--- config.mk ---
export PLATFORM = sky130hd
export DESIGN_NAME = keypad_col_scan
export DESIGN_NICKNAME = d
export VERILOG_FILES = /design/src/rtl/keypad_col_scan.sv
export SDC_FILE = /design/constraint.sdc
export NUM_CORES = 1
export LEC_CHECK = 0
export CORE_ASPECT_RATIO = 1.1
export CORE_MARGIN = 5
export CORE_UTILIZATION = 32
export CTS_CLUSTER_DIAMETER = 80
export DETAILED_ROUTE_END_ITERATION = 8
export PLACE_DENSITY = 0.49
export SYNTH_ARGS = -nofsm -noshare
export SYNTH_HDL_FRONTEND = slang
export SYNTH_SLANG_ARGS = --single-unit
--- constraint.sdc ---
create_clock -name clk -period 1.99 [get_ports clk]
set_clock_uncertainty 0.05 [all_clocks]
set_input_delay 0.398 -clock clk [delete_from_list [all_inputs] [get_ports clk]]
set_output_delay 0.398 -clock clk [all_outputs]
set_load 0.1 [all_outputs]
--- src/rtl/keypad_col_scan.sv ---
// ============================================================================
// keypad_col_scan : 4x4 column-scanning keypad reader with press/release
// debounce. Optional auto-repeat enabled by defining KEYPAD_REPEAT_EN.
// Revision 1.0
// ============================================================================
`default_nettype none

module keypad_col_scan #(
  parameter int SCAN_DIV     = 1000,
  parameter int DEBOUNCE_CNT = 250000,
  parameter int REPEAT_CNT   = 25000000
) (
  input  logic       clk,
  input  logic       reset,
  input  logic [3:0] key_row,
  output logic [3:0] key_column,
  output logic [3:0] key_code,
  output logic       key_valid,
  output logic       key_held
);

  localparam int SCAN_W = $clog2(SCAN_DIV);
  localparam int DEB_W  = $clog2(DEBOUNCE_CNT + 1);

  if (SCAN_DIV < 2 || DEBOUNCE_CNT < 1 || REPEAT_CNT < 1) begin : g_bad_params
    $error("keypad_col_scan: SCAN_DIV must be >= 2, counts must be >= 1");
  end

  typedef enum logic [1:0] {
    ST_SCAN     = 2'd0,
    ST_DEBOUNCE = 2'd1,
    ST_HELD     = 2'd2
  } state_t;

  state_t              state_q,      state_d;
  logic [3:0]          row_meta_q,   row_meta_d;
  logic [3:0]          row_s_q,      row_s_d;
  logic [3:0]          key_column_q, key_column_d;
  logic [1:0]          col_idx_q,    col_idx_d;
  logic [1:0]          row_idx_q,    row_idx_d;
  logic [3:0]          key_code_q,   key_code_d;
  logic                key_valid_q,  key_valid_d;
  logic                key_held_q,   key_held_d;
  logic [SCAN_W-1:0]   scan_cnt_q,   scan_cnt_d;
  logic [DEB_W-1:0]    stab_cnt_q,   stab_cnt_d;
`ifdef KEYPAD_REPEAT_EN
  localparam int REP_W = $clog2(REPEAT_CNT + 1);
  logic [REP_W-1:0]    rep_cnt_q,    rep_cnt_d;
`endif

  logic row_bit;

  function automatic logic [1:0] lowest_low(input logic [3:0] rows);
    casez (rows)
      4'b???0: lowest_low = 2'd0;
      4'b??01: lowest_low = 2'd1;
      4'b?011: lowest_low = 2'd2;
      default: lowest_low = 2'd3;
    endcase
  endfunction

  assign row_bit = row_s_q[row_idx_q];

  always_comb begin
    state_d      = state_q;
    row_meta_d   = key_row;
    row_s_d      = row_meta_q;
    key_column_d = key_column_q;
    col_idx_d    = col_idx_q;
    row_idx_d    = row_idx_q;
    key_code_d   = key_code_q;
    key_valid_d  = 1'b0;
    key_held_d   = key_held_q;
    scan_cnt_d   = scan_cnt_q;
    stab_cnt_d   = stab_cnt_q;
`ifdef KEYPAD_REPEAT_EN
    rep_cnt_d    = '0;
`endif

    case (state_q)
      ST_SCAN: begin
        if (scan_cnt_q == SCAN_W'(SCAN_DIV - 1)) begin
          scan_cnt_d = '0;
          if (&row_s_q) begin
            col_idx_d    = col_idx_q + 2'd1;
            key_column_d = {key_column_q[2:0], key_column_q[3]};
          end else begin
            row_idx_d  = lowest_low(row_s_q);
            stab_cnt_d = '0;
            state_d    = ST_DEBOUNCE;
          end
        end else begin
          scan_cnt_d = scan_cnt_q + SCAN_W'(1);
        end
      end

      ST_DEBOUNCE: begin
        if (row_bit) begin
          // Bounce: give up on this key and move on to the next column.
          stab_cnt_d   = '0;
          scan_cnt_d   = '0;
          col_idx_d    = col_idx_q + 2'd1;
          key_column_d = {key_column_q[2:0], key_column_q[3]};
          state_d      = ST_SCAN;
        end else if (stab_cnt_q == DEB_W'(DEBOUNCE_CNT - 1)) begin
          stab_cnt_d  = '0;
          key_code_d  = {col_idx_q, row_idx_q};
          key_valid_d = 1'b1;
          key_held_d  = 1'b1;
          state_d     = ST_HELD;
        end else begin
          stab_cnt_d = stab_cnt_q + DEB_W'(1);
        end
      end

      ST_HELD: begin
        if (!row_bit) begin
          stab_cnt_d = '0;
        end else if (stab_cnt_q == DEB_W'(DEBOUNCE_CNT - 1)) begin
          stab_cnt_d   = '0;
          scan_cnt_d   = '0;
          key_held_d   = 1'b0;
          col_idx_d    = col_idx_q + 2'd1;
          key_column_d = {key_column_q[2:0], key_column_q[3]};
          state_d      = ST_SCAN;
        end else begin
          stab_cnt_d = stab_cnt_q + DEB_W'(1);
        end
`ifdef KEYPAD_REPEAT_EN
        // Counter waits at its terminal value while a release count runs.
        if (state_d == ST_HELD) begin
          if (rep_cnt_q == REP_W'(REPEAT_CNT - 1)) begin
            rep_cnt_d = rep_cnt_q;
            if (!row_bit) begin
              key_valid_d = 1'b1;
              rep_cnt_d   = '0;
            end
          end else begin
            rep_cnt_d = rep_cnt_q + REP_W'(1);
          end
        end
`endif
      end

      default: begin
        state_d = ST_SCAN;
      end
    endcase
  end

  always_ff @(posedge clk) begin
    if (reset) begin
      state_q      <= ST_SCAN;
      row_meta_q   <= 4'b1111;
      row_s_q      <= 4'b1111;
      key_column_q <= 4'b1110;
      col_idx_q    <= 2'd0;
      row_idx_q    <= 2'd0;
      key_code_q   <= 4'd0;
      key_valid_q  <= 1'b0;
      key_held_q   <= 1'b0;
      scan_cnt_q   <= '0;
      stab_cnt_q   <= '0;
`ifdef KEYPAD_REPEAT_EN
      rep_cnt_q    <= '0;
`endif
    end else begin
      state_q      <= state_d;
      row_meta_q   <= row_meta_d;
      row_s_q      <= row_s_d;
      key_column_q <= key_column_d;
      col_idx_q    <= col_idx_d;
      row_idx_q    <= row_idx_d;
      key_code_q   <= key_code_d;
      key_valid_q  <= key_valid_d;
      key_held_q   <= key_held_d;
      scan_cnt_q   <= scan_cnt_d;
      stab_cnt_q   <= stab_cnt_d;
`ifdef KEYPAD_REPEAT_EN
      rep_cnt_q    <= rep_cnt_d;
`endif
    end
  end

  assign key_column = key_column_q;
  assign key_code   = key_code_q;
  assign key_valid  = key_valid_q;
  assign key_held   = key_held_q;

endmodule

`default_nettype wire

==> results.sh, run 1 <==
export IMPL_place_inst=455
export IMPL_synthArstFlopShare_pct=0
export IMPL_power_density_nw_per_um2=622.0
export IMPL_wl_um=6540
export IMPL_startpoint_type="register"
export IMPL_synth_fp_nets=301
export IMPL_wire_per_inst_um=13.94
export IMPL_fp_dieArea_um2=9865
export IMPL_ios=16
export IMPL_nets=372
export IMPL_cts_buffer_depth=2
export IMPL_finalCritPeriodShare_pct=103.8
export IMPL_cts_buffers=5
export IMPL_crit_fanout=4
export IMPL_crit_path_max_incr_delay_ns=0.51
export IMPL_synth_seq_area_share_pct=40.78
export IMPL_h_tree_depth=2
export IMPL_drtIter0Drc=59
export IMPL_hold_violations=0
export IMPL_ir_worst_vdd_v=0.0003716
export IMPL_hpwl_um=4719
export IMPL_path_class="register to register"
export IMPL_grt_max_degree=20
export IMPL_syn2layout_area_growth_pct=37.21
export IMPL_drtAntennaViolNets=0
export IMPL_synth_top_area_share_pct=40.78
export IMPL_first_pass_iters=4
export IMPL_leakagePower_nw=1.342
export IMPL_cp_required_ns=2.19
export IMPL_cts_tree="yes"
export IMPL_numPortBuffers=15
export IMPL_viasPerCell=4.955
export IMPL_setup_ws_ns=-0.07645
export IMPL_maxCapViolCount=0
export IMPL_drv_slew=0
export IMPL_violations="setup timing"
export IMPL_cp_slowest_cell="or4b_4"
export IMPL_path_cells="or4b_4 > nor3_4 > a31oi_2 > or4b_4 > a21oi_2"
export IMPL_remaining_drc_errors=0
export IMPL_grt_pass1_vias=2277
export IMPL_final_core_util_pct=44.74
export IMPL_drive_above_1_share_pct=35.46
export IMPL_crit_arrival_ns=2.26
export IMPL_synth_edf_count=0
export IMPL_gr_total_overflow=0
export IMPL_synth_seq_cells=52
export IMPL_final_cells=469
export IMPL_synthFlopType="dfxtp_1"
export IMPL_hold_path_class="register to register"
export IMPL_hold_buffers=0
export IMPL_die_w_um=95.16
export IMPL_crit_buf_inv=0
export IMPL_grt_setup_unrepaired="yes"
export IMPL_num_vias=2324
export IMPL_synth_area_top_cells="dfxtp_1 (41%), nor2_1 (4.9%), xor2_1 (4.8%)"
export IMPL_rows=34
export IMPL_clock_fmax_ghz=0.4839
export IMPL_synth_warnings=0
export IMPL_final_cell_mix="buf_4 (67), dfxtp_1 (43), nor2_1 (33), nand2_1 (20), a21oi_1 (15)"
export IMPL_crit_family="simple AND/OR/NAND/NOR gates"
export IMPL_clk_pin_slew_ns=0.10
export IMPL_relSlewSlack_pct=67.00
export IMPL_status="finished with violations"
export IMPL_clock_latency_ns=0.31
export IMPL_coreArea_um2=7828
export IMPL_finalSetupViolations=20
export IMPL_synthDistinctLibCells=51
export IMPL_yosysTopAreaCell="dfxtp_1"
export IMPL_avgSynthCellArea_um2=8.832
export IMPL_synth_cells=289
export IMPL_grt_pass1_wl_um=10920
export IMPL_gp_congestion=0.8064
export IMPL_insertedDiodeCount=0
export IMPL_worst_pin_slew_ns=0.4906
export IMPL_cts_root_buf="clkbuf_8"
export IMPL_worst_setup_path_end_kind="register"
export IMPL_start_util_pct=32.61
export IMPL_antenna_found_initial=0
export IMPL_die_height_um=103.7
export IMPL_fillers=810
export IMPL_min_period_ns=2.066
export IMPL_cts_num_sinks=52
export IMPL_grt_util_all_layers_pct=13.67
export IMPL_synthesis_area_um2=2552
export IMPL_final_common_cell="buf_4"
export IMPL_cp_common_cell="or4b_4"
==> through the flow <==
stage | total power, mW | hold WS [ns] | TNS (ns) | setup slack [ns] | instance area, um2
floorplan | 1.309 | 0.3395 | 0 | 0.01135 | 2572
global placement | 1.442 | 0.3409 | -2.349 | -0.2086 | 3209
detailed placement | 1.443 | 0.3450 | -2.602 | -0.2469 | 3209
CTS | 2.205 | 0.3705 | -0.2234 | -0.05110 | 3413
global route | 2.279 | 0.3776 | -3.194 | -0.1806 | 3502
finish | 2.178 | 0.3682 | -0.2470 | -0.07645 | 3502
==> final timing paths <==
path	cells after the start	slack, ns	start	end
max	5	-0.08	stab_cnt_q[6]	state_q[0]
max reg2reg	5	-0.08	stab_cnt_q[6]	state_q[0]
min reg2reg	1	0.37	row_meta_q[1]	row_s_q[1]
min	1	0.37	row_meta_q[1]	row_s_q[1]
==> logic make-up after synthesis <==
| kind of cell | Yosys count | synth area share [%] |
|---|---|---|
| and+or+nand+nor | 140 | 31.22 |
| DFF | 52 | 40.78 |
| AOI/OAI and AO/OA | 48 | 12.06 |
| buffers and inverters | 19 | 3.922 |
| xor gates and xnor gates | 17 | 5.834 |
| muxes | 7 | 3.235 |
| adders and majority gates | 6 | 2.941 |
==> per-layer routing <==
layer  GRT usage, %  routed length (um)  vias up
met5              0                   0        -
met4          3.814                 132        0
met3          2.756                 142       13
met2          23.36                3295       28
met1          17.11                2969     1102
li1               -                   -     1181
==> registers in the layout, summed over array words and instances, names as in the netlist <==
register	flops
state_q	2
key_code	4
row_meta_q	4
key_held	1
stab_cnt_q	18
row_s_q	4
col_idx_q	2
scan_cnt_q	10
key_valid	1
key_column	4
row_idx_q	2
==> what timing repair did <==
action                                  CTS  global route
gates resized for setup                  13            16
endpoints found under the setup margin   19            41
setup buffers                             5             1
pin swaps                                 4             2
==> synth_stat cells, types with 2 or more instances <==
library cell and count:
a21boi_0 2, a21oi_1 18, and2_1 5, and3_1 5, buf_6 3, clkbuf_1 7
dfxtp_1 52, ha_1 6, inv_1 7, mux2i_1 6, nand2_1 20, nand2b_1 4
nand3_1 16, nand4_1 14, nand4b_1 4, nor2_1 33, nor2b_1 4, nor3_1 4
nor4_1 4, nor4bb_1 3, o21ai_0 12, o21ba_2 2, o31ai_1 3, or2_2 9
or3_1 3, or4_1 2, or4b_1 2, xnor2_1 3, xor2_1 14
==> where the power goes <==
part / switching, mW / total (mW) / internal [mW] / leakage, nW
clock network: 0.370 / 0.749 / 0.379 / 0.0583
registers: 0.0254 / 1.10 / 1.07 / 0.427
logic: 0.182 / 0.330 / 0.148 / 0.857
==> final cells by class <==
cell class / count / area [um2] / share of cell area [%]
Sequential cell: 52 / 1052 / 30.05
Clock inverter: 3 / 47.55 / 1.358
Timing Repair Buffer: 76 / 624.3 / 17.83
Clock buffer: 5 / 68.82 / 1.965
Multi-Input combinational cell: 218 / 1548 / 44.19
Inverter: 7 / 26.28 / 0.7503
Tap cell: 108 / 135.1 / 3.859
(Power assumes the default switching activity.)
==> inputs of run 2 (changes only) <==
CAP_MARGIN = 30   (was not set)
==> results of run 2 <==
The final DEF is identical to that of run 1; final timing and power are the same.
